===== config.mk =====
export PLATFORM = sky130hd
export DESIGN_NAME = bitcell_array_ctrl
export DESIGN_NICKNAME = d
export VERILOG_FILES = /design/src/rtl/bitcell_array_pkg.sv /design/src/rtl/bitcell_row_decoder.sv /design/src/rtl/bitcell_array_ctrl.sv
export SDC_FILE = /design/constraint.sdc
export NUM_CORES = 1
export LEC_CHECK = 0
export BUFFER_PORTS_ARGS = -buffer_cell sky130_fd_sc_hd__buf_2
export CORE_MARGIN = 1
export CORE_UTILIZATION = 49
export DETAILED_ROUTE_END_ITERATION = 16
export GPL_TIMING_DRIVEN = 0
export HOLD_SLACK_MARGIN = 0.08
export PLACE_DENSITY = 0.81
export SLEW_MARGIN = 0
export SYNTH_ARGS = -nofsm -noshare
export SYNTH_HDL_FRONTEND = slang
export SYNTH_SLANG_ARGS = --single-unit

===== constraint.sdc =====
create_clock -name clk -period 1.9 [get_ports clk]
set_input_delay 0.095 -clock clk [delete_from_list [all_inputs] [get_ports clk]]
set_output_delay 0.095 -clock clk [all_outputs]
set_load 0.02 [all_outputs]

===== src/rtl/bitcell_array_pkg.sv =====
// rtl/bitcell_array_pkg.sv - FSM states, state encodings and parity helper (BITCELL_ARRAY_CTRL_PARITY_EN)
package bitcell_array_pkg;

    localparam logic [2:0] ST_IDLE    = 3'd0;
    localparam logic [2:0] ST_SETUP   = 3'd1;
    localparam logic [2:0] ST_WRITE   = 3'd2;
    localparam logic [2:0] ST_HOLD    = 3'd3;
    localparam logic [2:0] ST_READ    = 3'd4;
    localparam logic [2:0] ST_CAPTURE = 3'd5;
    localparam logic [2:0] ST_RESP    = 3'd6;

    typedef enum logic [2:0] {
        S_IDLE    = ST_IDLE,
        S_SETUP   = ST_SETUP,
        S_WRITE   = ST_WRITE,
        S_HOLD    = ST_HOLD,
        S_READ    = ST_READ,
        S_CAPTURE = ST_CAPTURE,
        S_RESP    = ST_RESP
    } state_e;

    // Number of extra check columns stored alongside each word.
`ifdef BITCELL_ARRAY_CTRL_PARITY_EN
    localparam int PAR_BITS = 1;
`else
    localparam int PAR_BITS = 0;
`endif

    // Even parity bit: makes the total number of ones (data + parity) even.
    function automatic logic even_parity(input logic [31:0] data);
        return ^data;
    endfunction

endpackage


===== src/rtl/bitcell_row_decoder.sv =====
// rtl/bitcell_row_decoder.sv - word index to one-hot row select with enable and out-of-range detect
module bitcell_row_decoder #(
    parameter int WORDS  = 8,
    parameter int ADDR_W = $clog2(WORDS)
) (
    input  logic              en_i,
    input  logic [ADDR_W-1:0] addr_i,
    output logic [WORDS-1:0]  sel_o,
    output logic              oob_o
);

    // An out-of-range index never selects a row, even when enabled.
    always_comb begin
        oob_o = (32'(addr_i) >= 32'(WORDS));
        sel_o = '0;
        for (int i = 0; i < WORDS; i++) begin
            sel_o[i] = en_i && !oob_o && (32'(addr_i) == 32'(i));
        end
    end

endmodule


===== src/rtl/bitcell_array_ctrl.sv =====
// rtl/bitcell_array_ctrl.sv - sequenced single-port bitcell array access controller (BITCELL_ARRAY_CTRL_PARITY_EN)
module bitcell_array_ctrl
    import bitcell_array_pkg::*;
#(
    parameter int WORDS  = 8,
    parameter int WIDTH  = 4,
    parameter int ADDR_W = $clog2(WORDS)
) (
    input  logic                      clk,
    input  logic                      rst_n,
    input  logic                      req_valid,
    output logic                      req_ready,
    input  logic                      req_we,
    input  logic [ADDR_W-1:0]         req_addr,
    input  logic [WIDTH-1:0]          req_wdata,
    output logic                      rsp_valid,
    input  logic                      rsp_ready,
    output logic [WIDTH-1:0]          rsp_rdata,
    output logic                      rsp_err,
    output logic [WORDS-1:0]          arr_sel,
    output logic                      arr_rw,
    output logic [WIDTH+PAR_BITS-1:0] arr_in,
    input  logic [WIDTH+PAR_BITS-1:0] arr_out
);

    state_e                    state_q, state_d;
    logic                      we_q, we_d;
    logic [ADDR_W-1:0]         addr_q, addr_d;
    logic [WIDTH-1:0]          wdata_q, wdata_d;
    logic [WIDTH-1:0]          rdata_q, rdata_d;
    logic                      err_q, err_d;
    logic                      rdy_q;
    logic                      row_en;
    logic                      oob;
    logic                      par_err;
    logic [WIDTH+PAR_BITS-1:0] drive_word;

    bitcell_row_decoder #(
        .WORDS  (WORDS),
        .ADDR_W (ADDR_W)
    ) u_row_dec (
        .en_i   (row_en),
        .addr_i (addr_q),
        .sel_o  (arr_sel),
        .oob_o  (oob)
    );

`ifdef BITCELL_ARRAY_CTRL_PARITY_EN
    assign drive_word = {even_parity(32'(wdata_q)), wdata_q};
    assign par_err    = ^arr_out;
`else
    assign drive_word = wdata_q;
    assign par_err    = 1'b0;
`endif

    assign rsp_rdata = rdata_q;
    assign rsp_err   = err_q;

    // State and latched request/response registers; rdy_q keeps req_ready low until the first edge after reset.
    always_ff @(posedge clk or negedge rst_n) begin
        if (!rst_n) begin
            state_q <= S_IDLE;
            we_q    <= 1'b0;
            addr_q  <= '0;
            wdata_q <= '0;
            rdata_q <= '0;
            err_q   <= 1'b0;
            rdy_q   <= 1'b0;
        end else begin
            state_q <= state_d;
            we_q    <= we_d;
            addr_q  <= addr_d;
            wdata_q <= wdata_d;
            rdata_q <= rdata_d;
            err_q   <= err_d;
            rdy_q   <= 1'b1;
        end
    end

    // Access sequencing: setup, row pulse, hold/capture, then respond; array strobes depend only on state.
    always_comb begin
        state_d   = state_q;
        we_d      = we_q;
        addr_d    = addr_q;
        wdata_d   = wdata_q;
        rdata_d   = rdata_q;
        err_d     = err_q;
        row_en    = 1'b0;
        arr_rw    = 1'b0;
        arr_in    = '0;
        req_ready = 1'b0;
        rsp_valid = 1'b0;
        case (state_q)
            S_IDLE: begin
                req_ready = rdy_q;
                if (req_valid && rdy_q) begin
                    we_d    = req_we;
                    addr_d  = req_addr;
                    wdata_d = req_wdata;
                    state_d = S_SETUP;
                end
            end
            S_SETUP: begin
                arr_in = drive_word;
                if (oob) begin
                    rdata_d = '0;
                    err_d   = 1'b1;
                    state_d = S_RESP;
                end else begin
                    state_d = we_q ? S_WRITE : S_READ;
                end
            end
            S_WRITE: begin
                row_en  = 1'b1;
                arr_rw  = !oob;
                arr_in  = drive_word;
                state_d = S_HOLD;
            end
            S_HOLD: begin
                arr_in  = drive_word;
                rdata_d = '0;
                err_d   = 1'b0;
                state_d = S_RESP;
            end
            S_READ: begin
                row_en  = 1'b1;
                state_d = S_CAPTURE;
            end
            S_CAPTURE: begin
                row_en  = 1'b1;
                rdata_d = arr_out[WIDTH-1:0];
                err_d   = par_err;
                state_d = S_RESP;
            end
            S_RESP: begin
                rsp_valid = 1'b1;
                if (rsp_ready) begin
                    state_d = S_IDLE;
                end
            end
            default: begin
                state_d = S_IDLE;
            end
        endcase
    end

endmodule


---- Word-level counts from Yosys, hierarchy flattened ----
Cells that the tools add are included.
storage, ports and cells
  word-level logic and storage cells ...... 48
  bits in registers ....................... 16
  bits in latches ......................... 0
  output and inout bits ................... 20
  memories kept ........................... 0
  ROM bits ................................ 0
  bits in writable memories ............... 0
cells by class
  bitwise logic cells ..................... 0
  multipliers ............................. 0
  div/mod/pow operators ................... 0
  add/subtract/negate cells ............... 0
  $lt $le $gt $ge ......................... 0
  reduce and logical (&&, ||, !) cells .... 17
  shift-type cells ........................ 0
  eq/ne operators ......................... 15
  mux-type cells .......................... 10
operators by type and width
  cell                  number
  $eq A3 B3 Y1 const B  7
  $pmux W3 S6           1
  $eq A3 B2 Y1 const B  4
  $logic_and A1 B1 Y1   9
  $mux W3               3
  $pmux W4 S2           1
  $eq A3 B1 Y1 const B  2
  $logic_not A3 Y1      2
  $reduce_or A3 Y1      2
  $mux W1               4
  $mux W4               1
  $ne A2 B2 Y1 const B  2
  $reduce_and A2 Y1     2
  $reduce_bool A2 Y1    1
  $reduce_or A2 Y1      1

---- Longest topological paths before layout ----
  word-level depth ........................ 4
  mapped depth ............................ 4

---- Hierarchy ----
From an unflattened synthesis, not the netlist that was laid out.
unflattened totals
  cell total of the unflattened synthesis .. 75
  area total of the unflattened synthesis .. 895.9 um2
modules (own cells, without submodules)
  module               cells an instance  times used  sequential area each (um2)  area an instance (um2)
  bitcell_array_ctrl   65                 1           425.4                       788.3
  bitcell_row_decoder  10                 1           0.0                         107.6

---- Worst setup path after synthesis ----
OpenSTA, ideal clock, no wires.
  path kind ............................... reg-to-output
  start ................................... reg state_q[2]
  end ..................................... out arr_sel[0]
  arrival ................................. 1.554 ns
  slack ................................... 0.251 ns
  stages on the path, launching flop included .. 5
  required time ........................... 1.805 ns
  path buffers ............................ 1
  cells stage by stage .................... dfrtp_1 -> buf_6 -> nor3b_2 -> o21bai_1 -> nor3_1
between the ends
  longest elaborated chain between the ends .. 4
  elaborated cells between the ends (all ways) .. 6
RTL lines
  item                                          RTL line                   source
  from (decl)                                   bitcell_array_ctrl.sv:26   state_e state_q, state_d;
  from (signal assigned)                        bitcell_array_ctrl.sv:70   state_q <= state_d;
  $eq A3 B3 Y1 or $eq A3 B2 Y1 (tied branches)  bitcell_array_ctrl.sv:93   case (state_q)
  $reduce_or A3 Y1 (no source line) *           -
  $mux W1 *                                     bitcell_array_ctrl.sv:93
  $logic_and A1 B1 Y1 *                         bitcell_row_decoder.sv:17  sel_o[i] = en_i && !oob_o && (32'(addr_i) == 32'(i));
  to (decl)                                     bitcell_array_ctrl.sv:20   output logic [WORDS-1:0] arr_sel,
Mark *: on every way between the ends. The rest lies on a longest branch, timed or not.

---- Final worst setup path ----
Same ends and word-level chain as after synthesis.

==> metrics.md <==
| Metric | Value |
|---|---|
| Clock power frac | `0.128` |
| Storage cell area | `approximately 400 um^2` |
| CTS buffer count | `3` |
| Area growth syn-to-layout | `38.7%` |
| Critical path class | `reg2out` |
| Clk pin slew, worst setup/hold paths | `approximately 90 ps` |
| CTS Buffer Depth | `2` |
| Grt total ovfl | `0` |
| Total core area | `between 1500 and 2000 um^2` |
| Logic pwr share | `0.529` |
| Post-synth cell types | `24` |
| Largest area contributor in the synthesized netlist | `dfrtp_1` |
| Status | `complete, no violations` |
| H-tree depth | `1` |
| Post-layout min period | `1650 ps` |
| Initial antenna violation count | `0` |
| Post-synth top area share | `0.487` |
| Cell Area, Synth | `822 um^2` |
| Row count | `14` |
| Clock Sinks | `16` |
| Share of layout cells above drive strength 1 | `0.413` |
| Syn_nets | `95` |
| Final setup fails | `0` |
| Cell depth of the worst min-delay path | `3` |
| CP Launch Type | `flip-flop` |
| Gr usage total | `0.220` |
| Setup TNS | `0 ps` |
| Sequential share of power | `0.344` |
| Int Power | `1020 uW` |
| Drt drc | `0` |
| CTS Root Cell | `clkbuf_4` |
| Pwr Density | `approximately 1600 nW/um^2` |
| Final critical-path share of the clock period | `0.866` |
| Final hold viol count | `0` |
| Asr flop ratio synth | `1.00` |
| Clock Latency Late Sink | `approximately 290 ps` |
| Switch share | `0.436` |
| CP arrival | `approximately 1600 ps` |
| Gate Count Post-Synth | `79` |
| Slew Viols, Final | `0` |
| Register bit total from synthesis | `16` |
| Buffers on Ports | `34` |
| Wirelength per Cell | `around 12 um` |
| Multi-input logic area | `between 300 and 400 um^2` |
| Layout fillers | `approximately 130` |
| Via density | `approximately 5.2` |
| RSZ-0062 raised after global routing | `no` |
| Placed cell area | `1010 um^2` |
| Post-route ant nets | `0` |
| Seq/Total Area, Yosys | `0.487` |
| First-pass GRT wire length | `~3000 um` |
| Largest cells by area after synthesis | `dfrtp_1 49%, mux2_2 11%, nor2_1 5.5%` |
| Peak supply drop | `approximately 0.89 mV` |
| Fmax achieved | `between 0.6 and 0.7 GHz` |
| Clock Skews | `about 1.3 ps` |
| Die height | `roughly 43 um` |
| Fin area | `about 1100 um^2` |
| Worst hold path class | `in2reg` |
| Req. time, crit path | `~1800 ps` |
| Avg Cell Area, Syn | `around 10 um^2` |
| Max-Cap Viols | `0` |
| I/O pins | `36` |
| Die area | `1850 um^2` |
| Number of synthesized flops with an enable pin | `0` |
| DR pass1 iterations | `4` |
| Nets | `~140` |
| Max Fanout on Critical Path | `10` |
| Routed wire length | `1740 um` |
| Top_reg_cell synth | `dfrtp_1` |
| Vias | `approximately 740` |
| Top-count cell post-synth | `dfrtp_1` |
| Switch Pwr | `between 700 and 800 uW` |
| Total of warnings raised by yosys | `0` |
| Initial Util | `0.533` |
| Setup bufs post-CTS | `0` |
| Most instantiated cells after synthesis | `16 x dfrtp_1, 12 x nor2_1, 8 x mux2_2, 5 x nor2b_1` |
| Die W | `43.0 um` |
| Gpl congestion | `~0.75` |
| Reg2Reg Depth | `4` |
| P_leak | `0.000567 uW` |
| Critical Path Sink Type | `primary output` |
| CTS tree | `done` |
| Largest net degree at the start of global routing | `17` |
| Post-DP HPWL | `about 1200 um` |
| Number of global-route vias before repair | `about 740` |
| DRT iter0 DRCs | `17` |
| ANT cells | `0` |
## power by group through the flow
stage	registers [uW]	logic (uW)	clock network, uW
2_1_floorplan	652	661	0
3_3_place_gp	620	920	0
3_5_place_dp	633	944	0
4_1_cts	625	960	234
5_1_grt	650	1070	244
6_report	623	958	231
## logic make-up (layout without fill, tap and decap cells)
family	count (synthesis)	count (layout)	synth area share
other	2	2	0.00914
AO/OA/AOI/OAI	15	15	0.128
flip-flops	16	16	0.487
buffers and inverters	6	53	0.0411
multiplexers	8	8	0.110
AND/OR/NAND/NOR	32	32	0.225
## placed cells by master, fill, tap and decap left out, drive strengths merged, types with 3 or more instances in the layout
cell type    Yosys  layout
a211oi           3       3
a31oi            4       4
and2             4       4
buf              2      36
clkbuf           3       7
dfrtp           16      16
dlygate4sd3      0       9
mux2             8       8
nand2            4       4
nor2            12      12
nor2b            5       5
o2bb2ai          4       4
## layer usage
metal,part of all wire,up-vias,track usage
li1,-,369,-
met1,0.46,342,0.280
met2,0.47,25,0.370
met3,0.050,5,0.0383
met4,0.018,0,0.0909
met5,0,-,0
## critical path, cell delays in order, from the launching register on
cell,delay (ps)
dfrtp_1,390
buf_6,140
nor3b_2,220
o21bai_1,160
nor3_1,150
buf_2,190
## final cells by class
| cell class | count | share of cell area |
|---|---|---|
| Clock buffer | 4 | 0.0318 |
| Inverter | 1 | 0.00329 |
| Multi-Input combinational cell | 57 | 0.340 |
| Timing Repair Buffer | 43 | 0.228 |
| Sequential cell | 16 | 0.351 |
| Tap cell | 16 | 0.0176 |
| Buffer | 5 | 0.0274 |
## worst paths after layout
| kind | start | endpoint | slack [ps] |
|---|---|---|---|
| max reg2reg | state_q[2] | drive_word[2] | 510 |
| max | state_q[2] | arr_sel[0] | 250 |
| max in group asynchronous | rst_n | addr_q[0] | 1420 |
| min reg2reg | we_q | state_q[2] | 490 |
| min | arr_out[0] | rsp_rdata[0] | 110 |
| min in group asynchronous | rst_n | drive_word[2] | 220 |
## registers in the layout (all words and copies together) (netlist names)
| register | count |
|---|---|
| rsp_rdata | 4 |
| state_q | 3 |
| we_q | 1 |
| rdy_q | 1 |
| addr_q | 3 |
| drive_word | 4 |
## metrics by stage
stage	power (uW)	utilization	hold slack [ps]	worst slack [ps]	std cells
6_report	1810	0.739	107	255	142
5_1_grt	1960	0.739	120	83.6	142
4_1_cts	1820	0.739	107	98.1	142
3_5_place_dp	1580	0.657	24.6	419	129
3_3_place_gp	1540	0.657	20.6	456	129
2_1_floorplan	1310	-	-201	251	79
## timing repair
item | in CTS | in global routing
gates resized for setup | 0 | 2
endpoints found under the hold margin | 24 | 0
hold buffers | 9 | 0
setup endpoints to repair | 0 | 4
Note: power is estimated with default switching activity, not from simulation.
